`src/rtl/shifter_pkg.sv`:
```
// Shared definitions for the pipelined base-3 shifter: mode encodings,
// shift-amount digit conversion and the control part of a stage payload.
package shifter_pkg;

  localparam logic [1:0] MODE_SLL = 2'b00;
  localparam logic [1:0] MODE_SRA = 2'b01;
  localparam logic [1:0] MODE_ROR = 2'b10;
  localparam logic [1:0] MODE_SRL = 2'b11;

  // Upper bound on pipeline depth; 3**8 covers any practical data width.
  localparam int MAX_DIGITS = 8;

  typedef logic [2*MAX_DIGITS-1:0] digits_t;

  // Valid and mode travel with every op; width-dependent fields are added by the pipe.
  typedef struct packed {
    logic       valid;
    logic [1:0] mode;
  } stage_ctrl_t;

  // Base-3 digits of a shift amount, least significant digit in bits [1:0].
  // Each digit is 0..2, so code 2'b11 never appears.
  function automatic digits_t base3_digits(input logic [31:0] shamt);
    logic [31:0] rem_v;
    digits_t     dig_v;
    rem_v = shamt;
    dig_v = '0;
    for (int i = 0; i < MAX_DIGITS; i++) begin
      dig_v[2*i +: 2] = 2'(rem_v % 32'd3);
      rem_v           = rem_v / 32'd3;
    end
    return dig_v;
  endfunction

endpackage

```
`src/rtl/shift_stage3.sv`:
```
// One combinational pipeline stage: shifts by digit*STRIDE in SLL/SRA/ROR/SRL.
// Both non-zero displacements are elaboration constants, so each is a fixed rewiring.
module shift_stage3
  import shifter_pkg::*;
#(
  parameter int WIDTH  = 16,
  parameter int STRIDE = 1
) (
  input  logic [1:0]       mode,
  input  logic [1:0]       digit,
  input  logic [WIDTH-1:0] data_in,
  output logic [WIDTH-1:0] data_out
);

  localparam int DISP1 = STRIDE;
  localparam int DISP2 = 2 * STRIDE;

  // Displacements >= WIDTH fall out naturally: zeros for logical shifts, sign bits for SRA.
  function automatic logic [WIDTH-1:0] shift_const(input logic [1:0]       mode_v,
                                                   input logic [WIDTH-1:0] data_v,
                                                   input int               disp);
    logic [WIDTH-1:0] res_v;
    int               rot_v;
    rot_v = disp % WIDTH;
    case (mode_v)
      MODE_SLL: res_v = data_v << disp;
      MODE_SRL: res_v = data_v >> disp;
      MODE_SRA: res_v = $signed(data_v) >>> disp;
      MODE_ROR: res_v = (data_v >> rot_v) | (data_v << (WIDTH - rot_v));
      default:  res_v = data_v;
    endcase
    return res_v;
  endfunction

  // Select the displacement chosen by this stage's digit.
  always_comb begin
    case (digit)
      2'd0:    data_out = data_in;
      2'd1:    data_out = shift_const(mode, data_in, DISP1);
      2'd2:    data_out = shift_const(mode, data_in, DISP2);
      default: data_out = data_in;
    endcase
  end

endmodule

```
`src/rtl/shifter_pipe.sv`:
```
// Pipelined shifter: shift amount split into base-3 digits, stage k applies digit_k*3^k.
// Single global stall; the last stage register drives the output port directly.
module shifter_pipe
  import shifter_pkg::*;
#(
  parameter int WIDTH      = 16,
  parameter int NUM_DIGITS = 3,
  parameter int TAG_W      = 4
) (
  input  logic                     clk,
  input  logic                     rst,
  input  logic                     in_valid,
  output logic                     in_ready,
  input  logic [WIDTH-1:0]         in_data,
  input  logic [$clog2(WIDTH)-1:0] in_shamt,
  input  logic [1:0]               in_mode,
  input  logic [TAG_W-1:0]         in_tag,
  output logic                     out_valid,
  input  logic                     out_ready,
  output logic [WIDTH-1:0]         out_data,
  output logic                     out_zero,
  output logic [TAG_W-1:0]         out_tag
);

  localparam int DIG_W = 2 * NUM_DIGITS;
  localparam int LAST  = NUM_DIGITS - 1;

  if (3**NUM_DIGITS < WIDTH) begin : g_depth_check
    $error("shifter_pipe: 3**NUM_DIGITS must be >= WIDTH");
  end
  if ((WIDTH < 4) || ((WIDTH & (WIDTH - 1)) != 0)) begin : g_width_check
    $error("shifter_pipe: WIDTH must be a power of two >= 4");
  end

  typedef struct packed {
    stage_ctrl_t      ctrl;
    logic [DIG_W-1:0] digits;
    logic [WIDTH-1:0] data;
    logic [TAG_W-1:0] tag;
  } stage_payload_t;

  stage_payload_t   stage_in_s   [NUM_DIGITS];
  stage_payload_t   stage_out_s  [NUM_DIGITS];
  logic [WIDTH-1:0] stage_data_s [NUM_DIGITS];
  stage_payload_t   pipe_r       [NUM_DIGITS];
  logic             zero_r;
  logic             advance_s;
  logic             unused_s;

  assign advance_s = !pipe_r[LAST].ctrl.valid || out_ready;
  assign in_ready  = advance_s && !rst;

  // Stage inputs: stage 0 takes the new op with its digits, later stages take the previous register.
  always_comb begin
    stage_in_s[0] = '{ctrl:   '{valid: in_valid, mode: in_mode},
                      digits: DIG_W'(base3_digits(32'(in_shamt))),
                      data:   in_data,
                      tag:    in_tag};
    for (int k = 1; k < NUM_DIGITS; k++) begin
      stage_in_s[k] = pipe_r[k-1];
    end
  end

  for (genvar k = 0; k < NUM_DIGITS; k++) begin : g_stage
    shift_stage3 #(
      .WIDTH  (WIDTH),
      .STRIDE (3**k)
    ) u_stage (
      .mode     (stage_in_s[k].ctrl.mode),
      .digit    (stage_in_s[k].digits[2*k +: 2]),
      .data_in  (stage_in_s[k].data),
      .data_out (stage_data_s[k])
    );
  end

  // Stage outputs: payload passes through, data replaced by the shifted value.
  always_comb begin
    for (int k = 0; k < NUM_DIGITS; k++) begin
      stage_out_s[k]      = stage_in_s[k];
      stage_out_s[k].data = stage_data_s[k];
    end
  end

  // Pipeline registers: all stages move together on advance, reset drops every in-flight op.
  always_ff @(posedge clk) begin
    if (rst) begin
      for (int k = 0; k < NUM_DIGITS; k++) begin
        pipe_r[k] <= '0;
      end
      zero_r <= 1'b0;
    end else if (advance_s) begin
      for (int k = 0; k < NUM_DIGITS; k++) begin
        pipe_r[k] <= stage_out_s[k];
      end
      zero_r <= stage_out_s[LAST].ctrl.valid && (stage_out_s[LAST].data == '0);
    end
  end

  assign out_valid = pipe_r[LAST].ctrl.valid;
  assign out_data  = pipe_r[LAST].data;
  assign out_tag   = pipe_r[LAST].tag;
  assign out_zero  = zero_r;

  // Already-consumed digits and the final mode have no further reader.
  always_comb begin
    unused_s = ^pipe_r[LAST].ctrl.mode;
    for (int k = 0; k < NUM_DIGITS; k++) begin
      unused_s = unused_s ^ (^pipe_r[k].digits);
    end
  end

endmodule
```
`config.mk`:
```
export PLATFORM = sky130hd
export DESIGN_NAME = shifter_pipe
export DESIGN_NICKNAME = d
export VERILOG_FILES = /design/src/rtl/shifter_pkg.sv /design/src/rtl/shift_stage3.sv /design/src/rtl/shifter_pipe.sv
export SDC_FILE = /design/constraint.sdc
export NUM_CORES = 1
export LEC_CHECK = 0
export CORE_UTILIZATION = 50
export DETAILED_ROUTE_END_ITERATION = 10
export PLACE_DENSITY_LB_ADDON = 0.3
export SYNTH_ARGS = -nofsm -noshare
export SYNTH_HDL_FRONTEND = slang
export SYNTH_SLANG_ARGS = --single-unit
```
`constraint.sdc`:
```
create_clock -name clk -period 7.5 [get_ports clk]
set_clock_uncertainty 0.15 [all_clocks]
set_input_delay 1.5 -clock clk [delete_from_list [all_inputs] [get_ports clk]]
set_output_delay 1.5 -clock clk [all_outputs]
set_load 0.02 [all_outputs]
```
==> results.cfg <==
[route]
wl_microns = 10300
met2_length_microns = 5190
first_iter_violations = 395
met1_length_microns = 4260
num_vias = 3960
drc = 0
first_pass_iters = 5
topRoutingLayerUsed = met4
postRouteAntennaNets = 0
routed-wl-met3_microns = 494
avgViaCountPerCell = 5.81
routedWlPerCell_microns = 15.1

[timing]
hold_violations = 0
whs_ns = 0.343
final-max-slew-violation-count = 0
max_slew_margin_pct = 36.6
fmax_mhz = 185
max_slew.worst_pin.slew_ns = 0.952
min_period_ns = 5.41
rsz0062_at_grt = false
setup_viol = 0
post-route-period-util_pct = 72.1
fin_setup_tns_ns = 0

[critical_path]
timing_worst_setup_path_type = input pin to flip-flop
arrival_ns = 5.34
crit_path_start_kind = input pin
worstPathMaxFanout = 32
end_kind = flip-flop
slowest_delay_ns = 0.87
critical_path.slowest_cell = ha_1
critPathRequiredTime_ns = 7.43
crit_chain = clkdlybuf4s50_1 > nand2b_1 > inv_1 > ha_1 > a22oi_1 > o21ai_1 > ha_1 > a211oi_1 > nand2_1 > mux2_1 > ha_1 > nor3_1 > a21oi_1 > nor2_1
worst_path_most_repeated_cell = ha_1

[clock_network]
cts_setup_buffers = 0
clk_latency_ns = 0.35
cts_resized = 0
clkTransAtPathRegs_ns = 0.08
ctsLongestPathBuffers = 2
cts-root-buf = clkbuf_8
cts_sinks = 74
htreeDepth = 3
cts_hold_buf = 0
cts_tree = built
cts_buffers = 9

[grt]
grt_usage_pct = 21.0
grt_pass1_vias = 3655
grt_pass1_wl_microns = 16800
grt_max_degree = 49
grt_antenna_before_repair = 0
gr-total-overflow = 0

[place]
portBuffers = 52
dpl_cell_area_sq_um = 5380
gp_congestion = 0.919
hpwl_microns = 7200

[synth]
synth_top_area_share_pct = 44.2
synth_flop_cell = edfxtp_1
syn_nets = 581
async_reset_ff_share_pct = 0
synth-edff-count = 73
synth-seq-area-share_pct = 44.6
postSynthAreaPerCell_sq_um = 9.26
synth_most_common_cell = edfxtp_1
ys_ff_latch = 74
synth_area_sq_um = 4960
synth_cell_types = 53
synth_area_leaders = edfxtp_1 44%, a21oi_1 5.1%, and2_1 4.8%, ha_1 3.8%, nand2_1 3.8%
synth_top_area_cell = edfxtp_1
synth.yosys.warnings = 0
synthTopCellsByCount = 73 x edfxtp_1, 51 x a21oi_1, 50 x nand2_1, 46 x nor2_1, 38 x and2_1
syn_inst = 536

[pwr]
p_int_uw = 802
p_leak_nw = 2.13
p_total_mw = 1.18
pwr-share-seq_pct = 47.0
peakVddDrop_uv = 129
power_frac_comb_pct = 27.0
pwr_density_cell_nw_per_um2 = 212
power.net_switching_uw = 379
swShare_pct = 32.1
clockPowerShare_pct = 26.0

[flow_run]
maxCapViolations = 0

[cells_and_area]
diodes = 0
synthToLayoutAreaGrowth_pct = 12.3
drive_gt1_share_pct = 5.97
nets = 593
fin_area_sq_um = 5570

[floorplan]
chipHeight_microns = 102
io_pins = 53
design.die.area_sq_um = 10300
rows = 35
die_x_microns = 102
initial_core_util_pct = 52.7
core_sq_um = 9420

[status]
outcome = finished clean

[worst_hold_path]
hold_class = flip-flop to flip-flop
## placed cells by master, fill, tap and decap left out, drive strengths merged, types with 2 or more instances in the layout
cell	instances
mux2	9
a211oi	8
nor4	2
a221oi	17
a221o	2
a21oi	51
inv	26
nor2	46
mux2i	8
nor2b	21
a32o	2
nand4	2
nand2b	9
nand3	3
a32oi	2
nand2	50
and2	39
nand3b	4
clkbuf	9
xnor2	2
o31ai	5
a21o	5
a21boi	3
nor3	12
buf	3
clkdlybuf4s50	52
and3	5
ha	15
o211ai	3
edfxtp	73
a22oi	8
clkinv	6
o21ai	40
## flip-flops by register name, summed over array words and instances, names as in the netlist
register and flops:
out_zero 1, pipe_r 73
## worst paths after layout
check	start	end	slack [ns]	cells after the start
setup / recovery	in_shamt[3]	pipe_r[0][4]	2.09	14
hold reg to reg	out_zero	out_zero	0.34	1
hold / removal	out_zero	out_zero	0.34	1
setup reg to reg	pipe_r[0][53]	out_zero	4.33	7
## worst max-delay path, delay by kind of cell
family          cells  cell delay, ns
buf+inv             2            0.68
compound gates      4            0.90
fa+ha+maj           3            1.30
mux                 1            0.38
simple gates        4            0.57
## power by group through the flow
stage          clock [mW]  sequential, mW  combinational (mW)
6_report            0.307           0.555               0.319
3_3_place_gp            0           0.562               0.312
3_5_place_dp            0           0.563               0.316
4_1_cts             0.313           0.554               0.318
5_1_grt             0.326           0.561               0.354
2_1_floorplan           0           0.545               0.249
## layer usage
metal | vias up | GRT usage, %
met4 | 0 | 14.2
met1 | 1847 | 25.2
met3 | 30 | 2.76
met2 | 145 | 35.3
li1 | 1938 | -
met5 | - | 0
## kinds of logic (layout without fill, tap and decap cells)
group	after synthesis	count (layout)	synth area share [%]
multiplexers	17	17	3.66
XOR/XNOR	2	2	0.353
adder cells (fa/ha/maj)	15	15	3.78
AND/OR/NAND/NOR	195	195	19.8
AO/OA/AOI/OAI	152	152	19.9
flip-flops	74	74	44.6
buffers and inverters	81	98	7.89
## per-stage QoR
step           utilization [%]  std cells  worst slack (ns)
3_5_place_dp              57.1        666              1.76
2_1_floorplan                -        536              2.87
4_1_cts                   59.2        682              2.12
3_3_place_gp              57.1        666              1.99
5_1_grt                   59.2        682              1.82
6_report                  59.2        682              2.09
## area by class of cell
type,instances,area (sq um)
clock buffer,9,124
clock inverter,7,70.1
fill,801,3840
inverter,27,101
multi-input combinational,381,2360
sequential,74,2210
tap,129,161
timing repair buffer,55,543
No activity file was read; power rests on OpenSTA's default activity.
